<file path="src/rtl/othello_pkg.sv">
// othello_pkg: shared board/task types for the endgame task feeder
package othello_pkg;

    typedef logic [63:0] board_t;

    // Widest tag the FIFO carries; the feeder's ID_W must not exceed it.
    localparam int TAG_W = 32;

    localparam int NSLOTS = 2;

    typedef struct packed {
        board_t            player;
        board_t            opponent;
        logic [TAG_W-1:0]  id;
    } task_t;

endpackage

</file>
<file path="src/rtl/task_fifo.sv">
// task_fifo: synchronous show-ahead FIFO of task_t entries
module task_fifo
    import othello_pkg::*;
#(
    parameter int DEPTH = 8
) (
    input  logic  iCLOCK,
    input  logic  iRESET,
    input  logic  push,
    input  task_t wdata,
    input  logic  pop,
    output task_t head,
    output logic  full,
    output logic  empty
);

    localparam int AW = $clog2(DEPTH);

    task_t         mem_q [DEPTH];
    task_t         mem_d [DEPTH];
    logic [AW-1:0] wr_q, wr_d, rd_q, rd_d;
    logic [AW:0]   cnt_q, cnt_d;
    logic          do_push, do_pop;

    assign full  = cnt_q == (AW+1)'(DEPTH);
    assign empty = cnt_q == '0;
    assign head  = mem_q[rd_q];

    // A push is refused while full even if a pop happens in the same cycle.
    always_comb begin
        do_push = push && !full;
        do_pop  = pop && !empty;
        mem_d   = mem_q;
        if (do_push) mem_d[wr_q] = wdata;
        wr_d  = wr_q + AW'(do_push);
        rd_d  = rd_q + AW'(do_pop);
        cnt_d = cnt_q + (AW+1)'(do_push) - (AW+1)'(do_pop);
    end

    // Storage needs no reset; the count alone decides what is valid.
    always_ff @(posedge iCLOCK) begin
        mem_q <= mem_d;
    end

    // Pointer and occupancy registers.
    always_ff @(posedge iCLOCK) begin
        if (iRESET) begin
            wr_q  <= '0;
            rd_q  <= '0;
            cnt_q <= '0;
        end else begin
            wr_q  <= wr_d;
            rd_q  <= rd_d;
            cnt_q <= cnt_d;
        end
    end

endmodule

</file>
<file path="src/rtl/othello_task_feeder.sv">
// othello_task_feeder: keeps the pipeline's two interleaved slots fed from a task FIFO
module othello_task_feeder
    import othello_pkg::*;
#(
    parameter int DEPTH     = 8,
    parameter int ID_W      = 8,
    parameter bit SLOT_SKEW = 1'b0
) (
    input  logic                iCLOCK,
    input  logic                iRESET,
    input  logic                in_valid,
    output logic                in_ready,
    input  logic [63:0]         in_player,
    input  logic [63:0]         in_opponent,
    input  logic [ID_W-1:0]     in_id,
    output logic                enable,
    output logic [63:0]         pl_player,
    output logic [63:0]         pl_opponent,
    input  logic                pl_solved,
    input  logic signed [7:0]   pl_res,
    output logic                res_valid,
    output logic [ID_W-1:0]     res_id,
    output logic signed [7:0]   res_value,
    output logic                idle
);

    task_t              fifo_in, head;
    logic               full, empty, pop;
    logic [NSLOTS-1:0]  busy_q, busy_d, free;
    logic [ID_W-1:0]    id_q [NSLOTS];
    logic [ID_W-1:0]    id_d [NSLOTS];
    board_t             ply_q [NSLOTS];
    board_t             ply_d [NSLOTS];
    board_t             opp_q [NSLOTS];
    board_t             opp_d [NSLOTS];
    logic               parity_q, parity_d, enable_q, enable_d;
    logic               res_valid_q, res_valid_d;
    logic [ID_W-1:0]    res_id_q, res_id_d;
    logic signed [7:0]  res_value_q, res_value_d;
    board_t             pl_player_q, pl_player_d, pl_opponent_q, pl_opponent_d;
    logic               solve_slot, hit, fill_slot;

    assign fifo_in = '{player: in_player, opponent: in_opponent, id: TAG_W'(in_id)};

    task_fifo #(.DEPTH(DEPTH)) u_fifo (
        .iCLOCK (iCLOCK),
        .iRESET (iRESET),
        .push   (in_valid),
        .wdata  (fifo_in),
        .pop    (pop),
        .head   (head),
        .full   (full),
        .empty  (empty)
    );

    // A solve pulse belongs to the slot currently in the pipeline's result stage;
    // a slot freed by it counts as free for a same-edge refill.
    assign solve_slot = parity_q ^ SLOT_SKEW;
    assign hit        = pl_solved && busy_q[solve_slot];
    assign free       = ~busy_q | (NSLOTS'(hit) << solve_slot);
    assign fill_slot  = !free[0];
    assign pop        = !empty && |free;

    assign in_ready    = !full;
    assign idle        = empty && ~|busy_q;
    assign enable      = enable_q;
    assign pl_player   = pl_player_q;
    assign pl_opponent = pl_opponent_q;
    assign res_valid   = res_valid_q;
    assign res_id      = res_id_q;
    assign res_value   = res_value_q;

    // Slot bookkeeping: release on solve, then refill the lowest free slot from the FIFO head.
    always_comb begin
        busy_d = busy_q;
        id_d   = id_q;
        ply_d  = ply_q;
        opp_d  = opp_q;
        if (hit) busy_d[solve_slot] = 1'b0;
        if (pop) begin
            busy_d[fill_slot] = 1'b1;
            id_d[fill_slot]   = ID_W'(head.id);
            ply_d[fill_slot]  = head.player;
            opp_d[fill_slot]  = head.opponent;
        end
    end

    // Next-cycle outputs: the board driven is that of the slot matching next cycle's parity,
    // taken from post-refill state so a freshly loaded task is visible at once.
    always_comb begin
        parity_d      = !parity_q;
        enable_d      = enable_q || (|busy_q && parity_q);
        res_valid_d   = hit;
        res_id_d      = hit ? id_q[solve_slot] : res_id_q;
        res_value_d   = hit ? pl_res : res_value_q;
        pl_player_d   = busy_d[parity_d] ? ply_d[parity_d] : '0;
        pl_opponent_d = busy_d[parity_d] ? opp_d[parity_d] : '0;
    end

    // State register; reset discards slot contents and any pending result.
    always_ff @(posedge iCLOCK) begin
        if (iRESET) begin
            busy_q        <= '0;
            id_q          <= '{default: '0};
            ply_q         <= '{default: '0};
            opp_q         <= '{default: '0};
            parity_q      <= 1'b0;
            enable_q      <= 1'b0;
            res_valid_q   <= 1'b0;
            res_id_q      <= '0;
            res_value_q   <= '0;
            pl_player_q   <= '0;
            pl_opponent_q <= '0;
        end else begin
            busy_q        <= busy_d;
            id_q          <= id_d;
            ply_q         <= ply_d;
            opp_q         <= opp_d;
            parity_q      <= parity_d;
            enable_q      <= enable_d;
            res_valid_q   <= res_valid_d;
            res_id_q      <= res_id_d;
            res_value_q   <= res_value_d;
            pl_player_q   <= pl_player_d;
            pl_opponent_q <= pl_opponent_d;
        end
    end

endmodule
</file>
<file path="config.mk">
export PLATFORM = sky130hd
export DESIGN_NAME = othello_task_feeder
export DESIGN_NICKNAME = d
export VERILOG_FILES = /design/src/rtl/othello_pkg.sv /design/src/rtl/task_fifo.sv /design/src/rtl/othello_task_feeder.sv
export SDC_FILE = /design/constraint.sdc
export NUM_CORES = 2
export LEC_CHECK = 0
export CAP_MARGIN = 10
export CORE_UTILIZATION = 28
export CTS_BUF_LIST = sky130_fd_sc_hd__clkbuf_8
export DETAILED_ROUTE_END_ITERATION = 8
export GPL_ROUTABILITY_DRIVEN = 0
export PLACE_DENSITY = 0.54
export SLEW_MARGIN = 40
export SYNTH_ARGS = -nofsm -noshare
export SYNTH_HDL_FRONTEND = slang
export SYNTH_SLANG_ARGS = --single-unit
</file>
<file path="constraint.sdc">
create_clock -name iCLOCK -period 14.1 [get_ports iCLOCK]
set_input_delay 2.115 -clock iCLOCK [delete_from_list [all_inputs] [get_ports iCLOCK]]
set_output_delay 2.115 -clock iCLOCK [all_outputs]
set_load 0.1 [all_outputs]
</file>
* After elaboration in Yosys (flattened, before gate mapping)
Index checks and enable logic that the tools add are counted.
** Operators by class
- Add/sub/neg operators :: 4
- $mul :: 0
- Div/mod/pow operators :: 0
- Magnitude comparators :: 12
- Eq/ne operators :: 1
- Shift operators :: 1
- Multiplexer cells :: 34
- Bitwise operators :: 11
- Reductions and logical operators :: 20
** Operators with widths (number)
- 1280-bit bitwise mux :: 1
- 160-bit binary-select mux with 3-bit select :: 1
- 160-bit demux with 3-bit select :: 1
- 160-bit two-way mux :: 3
- 64-bit two-way mux :: 7
- 128-bit bitwise mux :: 2
- 128-bit two-way mux :: 2
- 64-bit demux with 1-bit select :: 1
- 8-bit two-way mux :: 4
- 16-bit bitwise mux :: 1
- 1-bit logical AND :: 10
- 8-bit demux with 1-bit select :: 1
- 4-bit >= comparator, second input constant :: 2
- 3-bit inverter with 4-bit output :: 2
- 3-bit by 1-bit adder with 3-bit output :: 2
- 2-bit >= comparator, second input constant :: 3
- 1-bit by 2-bit < comparator with 1-bit output, second input constant :: 3
- 1-bit two-way mux :: 6
- 1-bit inverter with 2-bit output :: 3
- 2-bit OR reduction :: 3
- 1-bit logical NOT :: 5
- 4-bit by 1-bit adder with 4-bit output :: 1
- 4-bit == test, second input constant :: 1
- 4-bit logical NOT :: 1
- 12 further kinds :: 17
** Storage, ports and cells
- Register bits :: 1711
- Latch bits :: 0
- RAM bits :: 0
- Bits in read-only memories :: 0
- Input port bits :: 148
- Output and inout port bits :: 148
- Word-level logic and storage cells :: 124
- Memories :: 0

* Depth between registers and ports, before layout
- Word-level depth :: 16
- Depth in mapped cells :: 11
- Mapped depth without buffers :: 11

* Cells and area by module
Synthesis repeated with hierarchy kept, for this count alone.
** Unflattened totals
- Cell total of the unflattened synthesis :: 3901
- Area total of the unflattened synthesis :: 65735.5 sq um
** Modules (own cells, without submodules)
- task_fifo :: times used 1, cells each 1914, area an instance 49637.6 sq um, sequential area each 38637.1 sq um
- othello_task_feeder :: times used 1, cells each 1987, area an instance 16097.9 sq um, sequential area each 8428.1 sq um

* Worst setup path after synthesis
Ideal clock, no wire load.
- Path kind :: input -> register
- From :: in in_valid
- To :: reg u_fifo.mem_q[1120] in the netlist's numbering (enable)
- Library setup time :: 798 ps
- Data arrival time :: 11798 ps
- Required time :: 13302 ps
- Path slack :: 1503 ps
- Cell stages on the path :: 3
- Path buffers :: 0
- Cells stage by stage :: a21boi_0 nand2b_1 nor3_1
** On the way
- Cells in the longest elaborated chain, start to end :: 1
** RTL lines
- from (decl) :: line othello_task_feeder.sv:11 : input logic in_valid,
- 1-bit logical AND :: line task_fifo.sv:31 : do_push = push && !full;
- to (signal assigned) :: line task_fifo.sv:42 : mem_q <= mem_d;
- to (decl) :: line task_fifo.sv:19 : task_t mem_q [DEPTH];
Every way passes these cells.
A chain may end at the register's enable or synchronous reset.

* Final worst setup path
- From :: in in_valid
- To :: reg u_fifo.mem_q[685] in the netlist's numbering (enable)
Same word-level chain as after synthesis.

==> run metrics <==
critical path launch point type input port; EDFF count, synth ~1,100; I/O Pins 296; Cell Chain, Critical Path clkdlybuf4s50_1 > a21boi_0 > nand2_1 > nor2_4 > buf_4 > buf_4; TritonCTS Buffers around 280; Sequential Power Share 0.427; leak pwr 21.7 nW; Die Height about 450 µm; core footprint 200,000 µm²; Data arrival, critical path 5.61 ns; vias in the first global route just over 30,000; drt wl/cell between 20 and 25 µm; Max Cap Viol 0; routed wire length ~140 mm; Data required, critical path 14.68 ns; DIE AREA between 200,000 and 250,000 µm²; Vias/cell between 4 and 5; H-Tree Depth 5; largest net degree at the start of global routing 129; # setup viols final 0; relative slew slack 0.215; commonest cells after routing, fill and taps aside edfxtp_1, dfxtp_1, clkbuf_8; GRT overflow 0; post-DP HPWL 80.1 mm; clk buf depth 4; most used flip-flop cell after synthesis edfxtp_1; site row count roughly 160; r2r endpoint pl_opponent[12]$_SDFF_PP0_; clock power share 0.301; number of setup buffers added after CTS 0; Layout area overhead 18.8%; crit-path max FO 42; slowest library cell on the worst path buf_4; critical path class input port to flop; worst skew pair latency 1.00 ns; Detail Route Antenna Nets 0; sequential area share after synthesis 0.735; Initial Utilization 0.282; Remaining DRCs 0; Post-Syn Area 56,200 µm²; critical path's most frequent cell buf_4; register bit total from synthesis 1,519; worst hold path type flop to flop; fin crit share 0.357; CP Capture Type flop; Power Total about 13 mW; Comb pwr share 0.272; Tightest Pin Transition between 1 and 1.5 ns; switching power total 4.42 mW; global-route wire length before repair about 210 mm; Worst Skew 0.0920 ns; hold path start enable$_SDFF_PP0_; PD cells 199 nW/µm²; fin nets about 3,800; peak supply drop approximately 0.00013 V; All-Layer GR Usage 0.139; average size of a mapped cell roughly 17 µm²; TritonCTS clock tree done; syn nets 3,383; share of cells above drive strength 1 0.251; initial antenna violation count 35; status complete, no violations; clock root cell clkbuf_8; hold depth 2; yosys warns 0; post-CTS sizing 0; CTS sink cnt 1,519; depth of the most critical reg-to-reg path 7; WHS Endpoint enable$_SDFF_PP0_; Port Buffers 295; internal power 8.87 mW; vias 29,900; chip width roughly 450 µm; Post-synth ARST share 0; Sw Ratio 0.332; delay of the slowest cell on the worst path 0.78 ns; commonest non-fill, non-tap cell in the layout edfxtp_1; gate count after technology mapping 3,224; Starting DRT DRC Count roughly 1,800; Final Hold Viols 0; fin crit period 5.04 ns; hold_buf cts 0; FMAX 199 MHz; Synth cell types 36; CTS clk-pin slew, worst paths 0.05 ns; Max Slew Vio Count 0; worst reg2reg path startpoint u_fifo.rd_q[0]$_SDFF_PP0_; RSZ-0062 raised after global routing false; worst reg-to-reg setup slack around 9.9 ns; first drt pass iteration count 5; setup_tns 0 ns
-- worst max-delay path by stage --
stage | end | from | cells after the start | slack [ns]
after floorplan | u_fifo.mem_q[1120]$_DFFE_PP_ | in_valid | 3 | 1.50
after global placement | u_fifo.mem_q[837]$_DFFE_PP_ | in_valid | 6 | 7.84
after detailed placement | u_fifo.mem_q[728]$_DFFE_PP_ | in_valid | 6 | 7.91
after CTS | idle | u_fifo.cnt_q[2]$_SDFF_PP0_ | 5 | 9.00
after global routing | u_fifo.mem_q[725]$_DFFE_PP_ | in_valid | 6 | 8.92
final | u_fifo.mem_q[685]$_DFFE_PP_ | in_valid | 6 | 9.06
-- through the flow --
| stage | cell area (µm²) | std cells | setup WS, ns | util | hold slack (ns) |
|---|---|---|---|---|---|
| detailed placement | 61400 | 6003 | 7.91 | 0.307 | 0.438 |
| finish | 66800 | 6506 | 9.06 | 0.334 | 0.451 |
| CTS | 66700 | 6494 | 9.00 | 0.334 | 0.452 |
| global route | 66800 | 6504 | 8.92 | 0.334 | 0.468 |
| floorplan | 56200 | 3224 | 1.50 | - | 0.468 |
| global placement | 62000 | 6000 | 7.84 | 0.310 | 0.442 |
-- state kept, by name (all words and copies together), names as in the netlist --
signal,count
id_q,16
enable,1
res_id,8
pl_opponent,64
parity_q,1
u_fifo.wr_q,3
pl_player,64
u_fifo.mem_q,1088
opp_q,128
u_fifo.rd_q,3
busy_q,2
res_valid,1
ply_q,128
res_value,8
u_fifo.cnt_q,4
-- layout make-up --
class | instances | area (µm²)
clock inverter | 172 | 917
tap | 2656 | 3320
clock buffer | 319 | 4390
sequential | 1519 | 41300
timing repair buffer | 357 | 2890
antenna | 8 | 20.0
inverter | 9 | 33.8
fill | 19100 | 133000
multi-input combinational | 1466 | 13900
-- routing by layer --
layer / share of wire / routed length, µm / global-route usage
met5: 0.0011 / 161 / 0
met4: 0.024 / 3430 / 0.0460
met3: 0.054 / 7760 / 0.0342
met2: 0.51 / 72300 / 0.239
met1: 0.41 / 58900 / 0.170
-- worst max-delay path: cells and delay by family --
family / cells / cell delay, ns
compound gates: 1 / 0.54
buf+inv: 3 / 1.89
simple gates: 2 / 1.01
-- power by group through the flow --
stage               Sequential, mW  Combinational [mW]  Clock (mW)
floorplan                     6.25                2.24           0
global placement              5.76                3.70           0
detailed placement            5.77                3.68           0
CTS                           5.68                3.69        4.15
global route                  5.74                3.92        4.35
finish                        5.67                3.61        4.00
-- synth_stat cells (10+ instances only) --
cell      number  area [µm²]
a211oi_1     264        1980
edfxtp_1    1088       32700
a22oi_1      128         961
nor2_1       319        1200
ha_1          10         125
or2_1         25         156
a21oi_1      134         671
or2_2        103         644
buf_4         17         128
mux2i_1      145        1450
buf_2         93         465
nor3_1        21         105
dfxtp_1      431        8630
clkbuf_1      97         364
mux4_2       272        6130
buf_1         12        45.0
-- cells by family after synthesis --
group / Yosys count / synth area share
mux: 425 / 0.136
fa+ha+maj: 11 / 0.00258
xor+xnor: 4 / 0.000623
simple gates: 491 / 0.0399
buf+inv: 239 / 0.0204
flops: 1519 / 0.735
compound gates: 535 / 0.0653
(Power assumes the default switching activity.)
